## src/rtl/sys_seg_scan.sv

```systemverilog
// sys_seg_scan: 8-digit multiplexed 7-segment display driver.
// Digits 0-6 show the 27-bit SYS_leds value in hex, digit 7 shows SYS_output_sel
// with its decimal point lit. Both are snapshotted once per frame so the display
// never tears.
// Optional feature: define SEG_BLANK_LEADING_ZERO_EN to blank leading zero
// digits 1..6.
// Ports:
//   clk            - system clock, rising edge
//   SYS_reset      - asynchronous active-high reset
//   SYS_leds_in    - 27-bit value to display
//   SYS_output_sel - 3-bit selector shown on digit 7
//   SEG_an         - active-low digit enables, bit i = digit i
//   SEG_cat        - active-low segments {g,f,e,d,c,b,a}
//   SEG_dp         - active-low decimal point
//   frame_start    - one-cycle pulse on the first cycle of each new frame
module sys_seg_scan #(
    parameter int unsigned SCAN_DIV = 4
) (
    input  logic        clk,
    input  logic        SYS_reset,
    input  logic [26:0] SYS_leds_in,
    input  logic [2:0]  SYS_output_sel,
    output logic [7:0]  SEG_an,
    output logic [6:0]  SEG_cat,
    output logic        SEG_dp,
    output logic        frame_start
);

    localparam logic [15:0] TICK_LAST = 16'(SCAN_DIV - 1);

    logic [15:0] cnt_q, cnt_d;
    logic [2:0]  digit_q, digit_d;
    logic [26:0] val_q, val_d;
    logic [2:0]  sel_q, sel_d;
    logic        frame_q, frame_d;
    logic        tick;

    always_ff @(posedge clk or posedge SYS_reset) begin
        if (SYS_reset) begin
            cnt_q   <= '0;
            digit_q <= '0;
            val_q   <= '0;
            sel_q   <= '0;
            frame_q <= 1'b0;
        end else begin
            cnt_q   <= cnt_d;
            digit_q <= digit_d;
            val_q   <= val_d;
            sel_q   <= sel_d;
            frame_q <= frame_d;
        end
    end

    always_comb begin
        tick    = (cnt_q == TICK_LAST);
        cnt_d   = cnt_q + 16'd1;
        digit_d = digit_q;
        val_d   = val_q;
        sel_d   = sel_q;
        frame_d = 1'b0;
        if (tick) begin
            cnt_d   = '0;
            digit_d = digit_q + 3'd1;
            // Snapshot on the same edge the scan wraps 7 -> 0.
            if (digit_q == 3'd7) begin
                val_d   = SYS_leds_in;
                sel_d   = SYS_output_sel;
                frame_d = 1'b1;
            end
        end
    end

    function automatic logic [6:0] glyph(input logic [3:0] n);
        logic [6:0] g;
        g = 7'h7F;
        case (n)
            4'h0: g = 7'h40;
            4'h1: g = 7'h79;
            4'h2: g = 7'h24;
            4'h3: g = 7'h30;
            4'h4: g = 7'h19;
            4'h5: g = 7'h12;
            4'h6: g = 7'h02;
            4'h7: g = 7'h78;
            4'h8: g = 7'h00;
            4'h9: g = 7'h10;
            4'hA: g = 7'h08;
            4'hB: g = 7'h03;
            4'hC: g = 7'h46;
            4'hD: g = 7'h21;
            4'hE: g = 7'h06;
            4'hF: g = 7'h0E;
            default: g = 7'h7F;
        endcase
        return g;
    endfunction

    logic [31:0] padded;
    logic [4:0]  bit_idx;
    logic [3:0]  nib;

    always_comb begin
        padded  = {5'b0, val_q};
        bit_idx = {digit_q, 2'b00};
        nib     = padded[bit_idx +: 4];
        if (digit_q == 3'd7) begin
            nib = {1'b0, sel_q};
        end
    end

`ifdef SEG_BLANK_LEADING_ZERO_EN
    logic blank;

    // Blank when this digit and all higher value digits are zero.
    always_comb begin
        blank = (digit_q != 3'd0) && (digit_q != 3'd7)
              && ((padded >> bit_idx) == 32'd0);
    end

    assign SEG_cat = blank ? 7'h7F : glyph(nib);
`else
    assign SEG_cat = glyph(nib);
`endif

    assign SEG_an      = ~(8'd1 << digit_q);
    assign SEG_dp      = (digit_q != 3'd7);
    assign frame_start = frame_q;

endmodule

```

## config.mk

```make
export PLATFORM = sky130hd
export DESIGN_NAME = sys_seg_scan
export DESIGN_NICKNAME = d
export VERILOG_FILES = /design/src/rtl/sys_seg_scan.sv
export SDC_FILE = /design/constraint.sdc
export NUM_CORES = 1
export LEC_CHECK = 0
export ABC_AREA = 1
export CAP_MARGIN = 20
export CORE_MARGIN = 2
export CORE_UTILIZATION = 58
export DETAILED_ROUTE_END_ITERATION = 10
export GPL_TIMING_DRIVEN = 1
export PLACE_DENSITY = 0.86
export SYNTH_ARGS = -nofsm -noshare
export SYNTH_HDL_FRONTEND = slang
export SYNTH_SLANG_ARGS = --single-unit
```

## constraint.sdc

```tcl
create_clock -name clk -period 3.2 [get_ports clk]
set_input_delay 0.32 -clock clk [delete_from_list [all_inputs] [get_ports clk]]
set_output_delay 0.32 -clock clk [all_outputs]
set_load 0.02 [all_outputs]
```

==> flow_metrics.env <==
export IMPL_placedCellCount=500
export IMPL_syn_avg_cell_area_um2=7.422
export IMPL_postLayoutCoreUtil_pct=75.58
export IMPL_worstReg2RegEnd="val_q[7]"
export IMPL_holdBufCountCts=0
export IMPL_synthTopCellsByCount="nand2_1 (145), dfrtp_1 (50), inv_1 (42)"
export IMPL_clk_latency_ps=310
export IMPL_drv_slew=0
export IMPL_start_util_pct=61.01
export IMPL_synthDistinctLibCells=24
export IMPL_clkTransAtPathRegs_ps=100
export IMPL_rsz0062_at_grt="no"
export IMPL_layout_nets=486
export IMPL_power_frac_comb_pct=10.9
export IMPL_cp_required_ps=2880
export IMPL_io_pins=49
export IMPL_drc=0
export IMPL_cap_viol_max_count=0
export IMPL_dieArea_um2=5653
export IMPL_grtUsageMet3_pct=5.087
export IMPL_fin_area_um2=3641
export IMPL_critical_path_class="flip-flop to primary output"
export IMPL_p_clk_share_pct=37.1
export IMPL_yosys_area_top_type="dfrtp_1"
export IMPL_synth_top_area_share_pct=42.57
export IMPL_coreArea_um2=4817
export IMPL_die_w_um=75.19
export IMPL_cts_sinks=50
export IMPL_synthesis_nets=441
export IMPL_drive_gt1_share_pct=7.240
export IMPL_syn_instance_count=396
export IMPL_outcome="complete, no violations"
export IMPL_setup_violations=0
export IMPL_synthTopCellsByArea="dfrtp_1 (43%), nand2_1 (19%), nand4_1 (8.7%)"
export IMPL_n_antenna_cell=0
export IMPL_fillers=371
export IMPL_seqPwrFrac_pct=52.1
export IMPL_period_needed_ps=3024
export IMPL_postCtsSetupBuffers=0
export IMPL_syn_area_um2=2939
export IMPL_yosysMostFrequentCell="nand2_1"
export IMPL_port_buffers=48
export IMPL_maxClockFrequency_mhz=330.7
export IMPL_powerDensity_nw_per_um2=349.4
export IMPL_antenna_found_initial=0
export IMPL_peakVddDrop_mv=0.2434
export IMPL_swShare_pct=23.17
export IMPL_antenna_left=0
export IMPL_numCtsBuffers=5
export IMPL_drtPass1Iterations=5
export IMPL_drtIter0Drc=182
export IMPL_p_int_mw=0.9773
export IMPL_ys_ff_latch=50
export IMPL_cts_max_level=2
export IMPL_crit_path_end_kind="primary output"
export IMPL_synth_edf_count=0
export IMPL_cts_tree="yes"
export IMPL_top_usage_layer="met2"
export IMPL_max_slew_margin_pct=71.32
export IMPL_worstMarginPinSlew_ps=429.0
export IMPL_grt_pass1_wl_mm=11.32
export IMPL_hp_class="primary input to async pin"
export IMPL_p_sw_mw=0.2947
export IMPL_avgRoutedWirePerCell_um=13.52
export IMPL_p_leak_nw=2.029
export IMPL_rows=25
export IMPL_areaGrowthSynthToFinish_pct=23.88
export IMPL_chipHeight_um=75.19
export IMPL_grtUsageTotal_pct=26.18
export IMPL_hold_violations=0
export IMPL_synthFlopType="dfrtp_1"
export IMPL_grt_use_met1_pct=34.02
export IMPL_clock_path_buffers=2
export IMPL_critical_path_startpoint_type="flip-flop"
export IMPL_hpwlAfterDp_mm=4.765
export IMPL_fin_setup_tns_ps=0
export IMPL_grt_util_met2_pct=43.86
export IMPL_ctsRootBufferMaster="clkbuf_8"
export IMPL_post_layout_nonfiller_instances=509
export IMPL_place_area_um2=3475
export IMPL_path_max_fanout=8
export IMPL_overflow=0
export IMPL_wirelength_mm=6.884
export IMPL_place_gp_congestion=0.9377
export IMPL_grt_max_degree=51
export IMPL_async_flop_share_pct=100.0
export IMPL_yosysWarningCount=0
export IMPL_reg2reg_slack_ps=900
export IMPL_r2r_start="cnt_q[0]"
export IMPL_num_vias=2730
export IMPL_grt_pass1_vias=2607
export IMPL_seq_area_frac_synth_pct=42.57
export IMPL_clock_skew_final_ps=9.777
export IMPL_viasPerCell=5.363
export IMPL_finalCritPeriodShare_pct=94.50
export IMPL_reg2reg_depth=8
export IMPL_arrival_ps=2700
-- worst max-delay path, stage by stage, from the launching register on --
cell	delay, ps
dfrtp_1	430
buf_4	190
inv_2	140
nand2_1	120
a21oi_1	170
nor2_1	70
nand2_1	60
nand2_1	140
ha_1	340
nand3_1	70
nand2_1	80
clkdlybuf4s50_1	590
-- worst max path at each step --
stage	from	to	cells past startpoint
final	digit_q[1]	SEG_cat[1]	11
after global placement	digit_q[0]	SEG_cat[3]	14
after detailed placement	digit_q[1]	SEG_cat[3]	14
after floorplan	digit_q[0]	SEG_cat[3]	14
after global routing	digit_q[1]	SEG_cat[1]	11
after CTS	digit_q[0]	SEG_cat[3]	14
-- layout make-up --
cell class	instances	area [µm²]	area share, %
clock buffer	6	82.58	2.268
clock inverter	2	38.79	1.065
inverter	51	195.2	5.361
multi-input combinational	277	1421	39.04
sequential	50	1251	34.36
tap	67	83.83	2.302
timing repair buffer	56	568.0	15.60
-- placed cells by master, fill, tap and decap left out, drive strengths merged --
master         synthesis  routed
a21oi                  4       4
and3                   1       1
buf                   14       8
bufinv                 0       1
clkbuf                 4       6
clkdlybuf4s50          0      42
clkinv                 3       3
dfrtp                 50      50
dlymetal6s2s           0       6
ha                    13      13
inv                   48      49
nand2                147     147
nand3                 27      27
nand4                 41      41
nor2                  20      20
nor3                   5       5
nor4                   2       2
o21ai                  6       6
xnor2                  2       2
xor2                   9       9
-- power by group through the flow --
| stage | clock, mW | sequential, mW | combinational, mW |
|---|---|---|---|
| 2_1_floorplan | 0 | 0.670 | 0.0698 |
| 3_3_place_gp | 0 | 0.674 | 0.132 |
| 3_5_place_dp | 0 | 0.674 | 0.136 |
| 4_1_cts | 0.477 | 0.662 | 0.137 |
| 5_1_grt | 0.507 | 0.664 | 0.155 |
| 6_report | 0.472 | 0.662 | 0.138 |
-- layer usage --
metal / up-vias / part of all wire [%]
met5: - / 0
met4: 0 / 1.2
met3: 11 / 4.5
met2: 73 / 50
met1: 1293 / 44
li1: 1353 / -
-- cell families (layout without fill, tap and decap cells) --
family,Yosys count,in the layout,share of synthesized area (%)
XOR/XNOR,11,11,3.278
AND/OR/NAND/NOR,243,243,37.21
buffers and inverters,69,115,9.578
flip-flops,50,50,42.57
adder cells (fa/ha/maj),13,13,5.534
AO/OA/AOI/OAI,10,10,1.831
-- what timing repair did --
item                                    4_1_cts  5_1_grt
endpoints found under the hold margin         0        0
gates resized for setup                       1       10
endpoints found under the setup margin        4        6
cloned                                        0        0
-- metrics by stage --
stage | power, mW | setup slack, ps | hold WS, ps
3_3_place_gp | 0.8055 | 412.4 | 437.6
2_1_floorplan | 0.7403 | 737.4 | 422.8
5_1_grt | 1.325 | 22.85 | 301.7
3_5_place_dp | 0.8098 | 345.0 | 459.0
4_1_cts | 1.276 | 11.15 | 475.0
6_report | 1.272 | 175.9 | 275.8
-- state kept, by name, indices dropped and copies added (netlist names) --
signal / cells
sel_q: 3
val_q: 27
digit_q: 3
cnt_q: 16
frame_start: 1
Note: power is estimated with default switching activity, not from simulation.
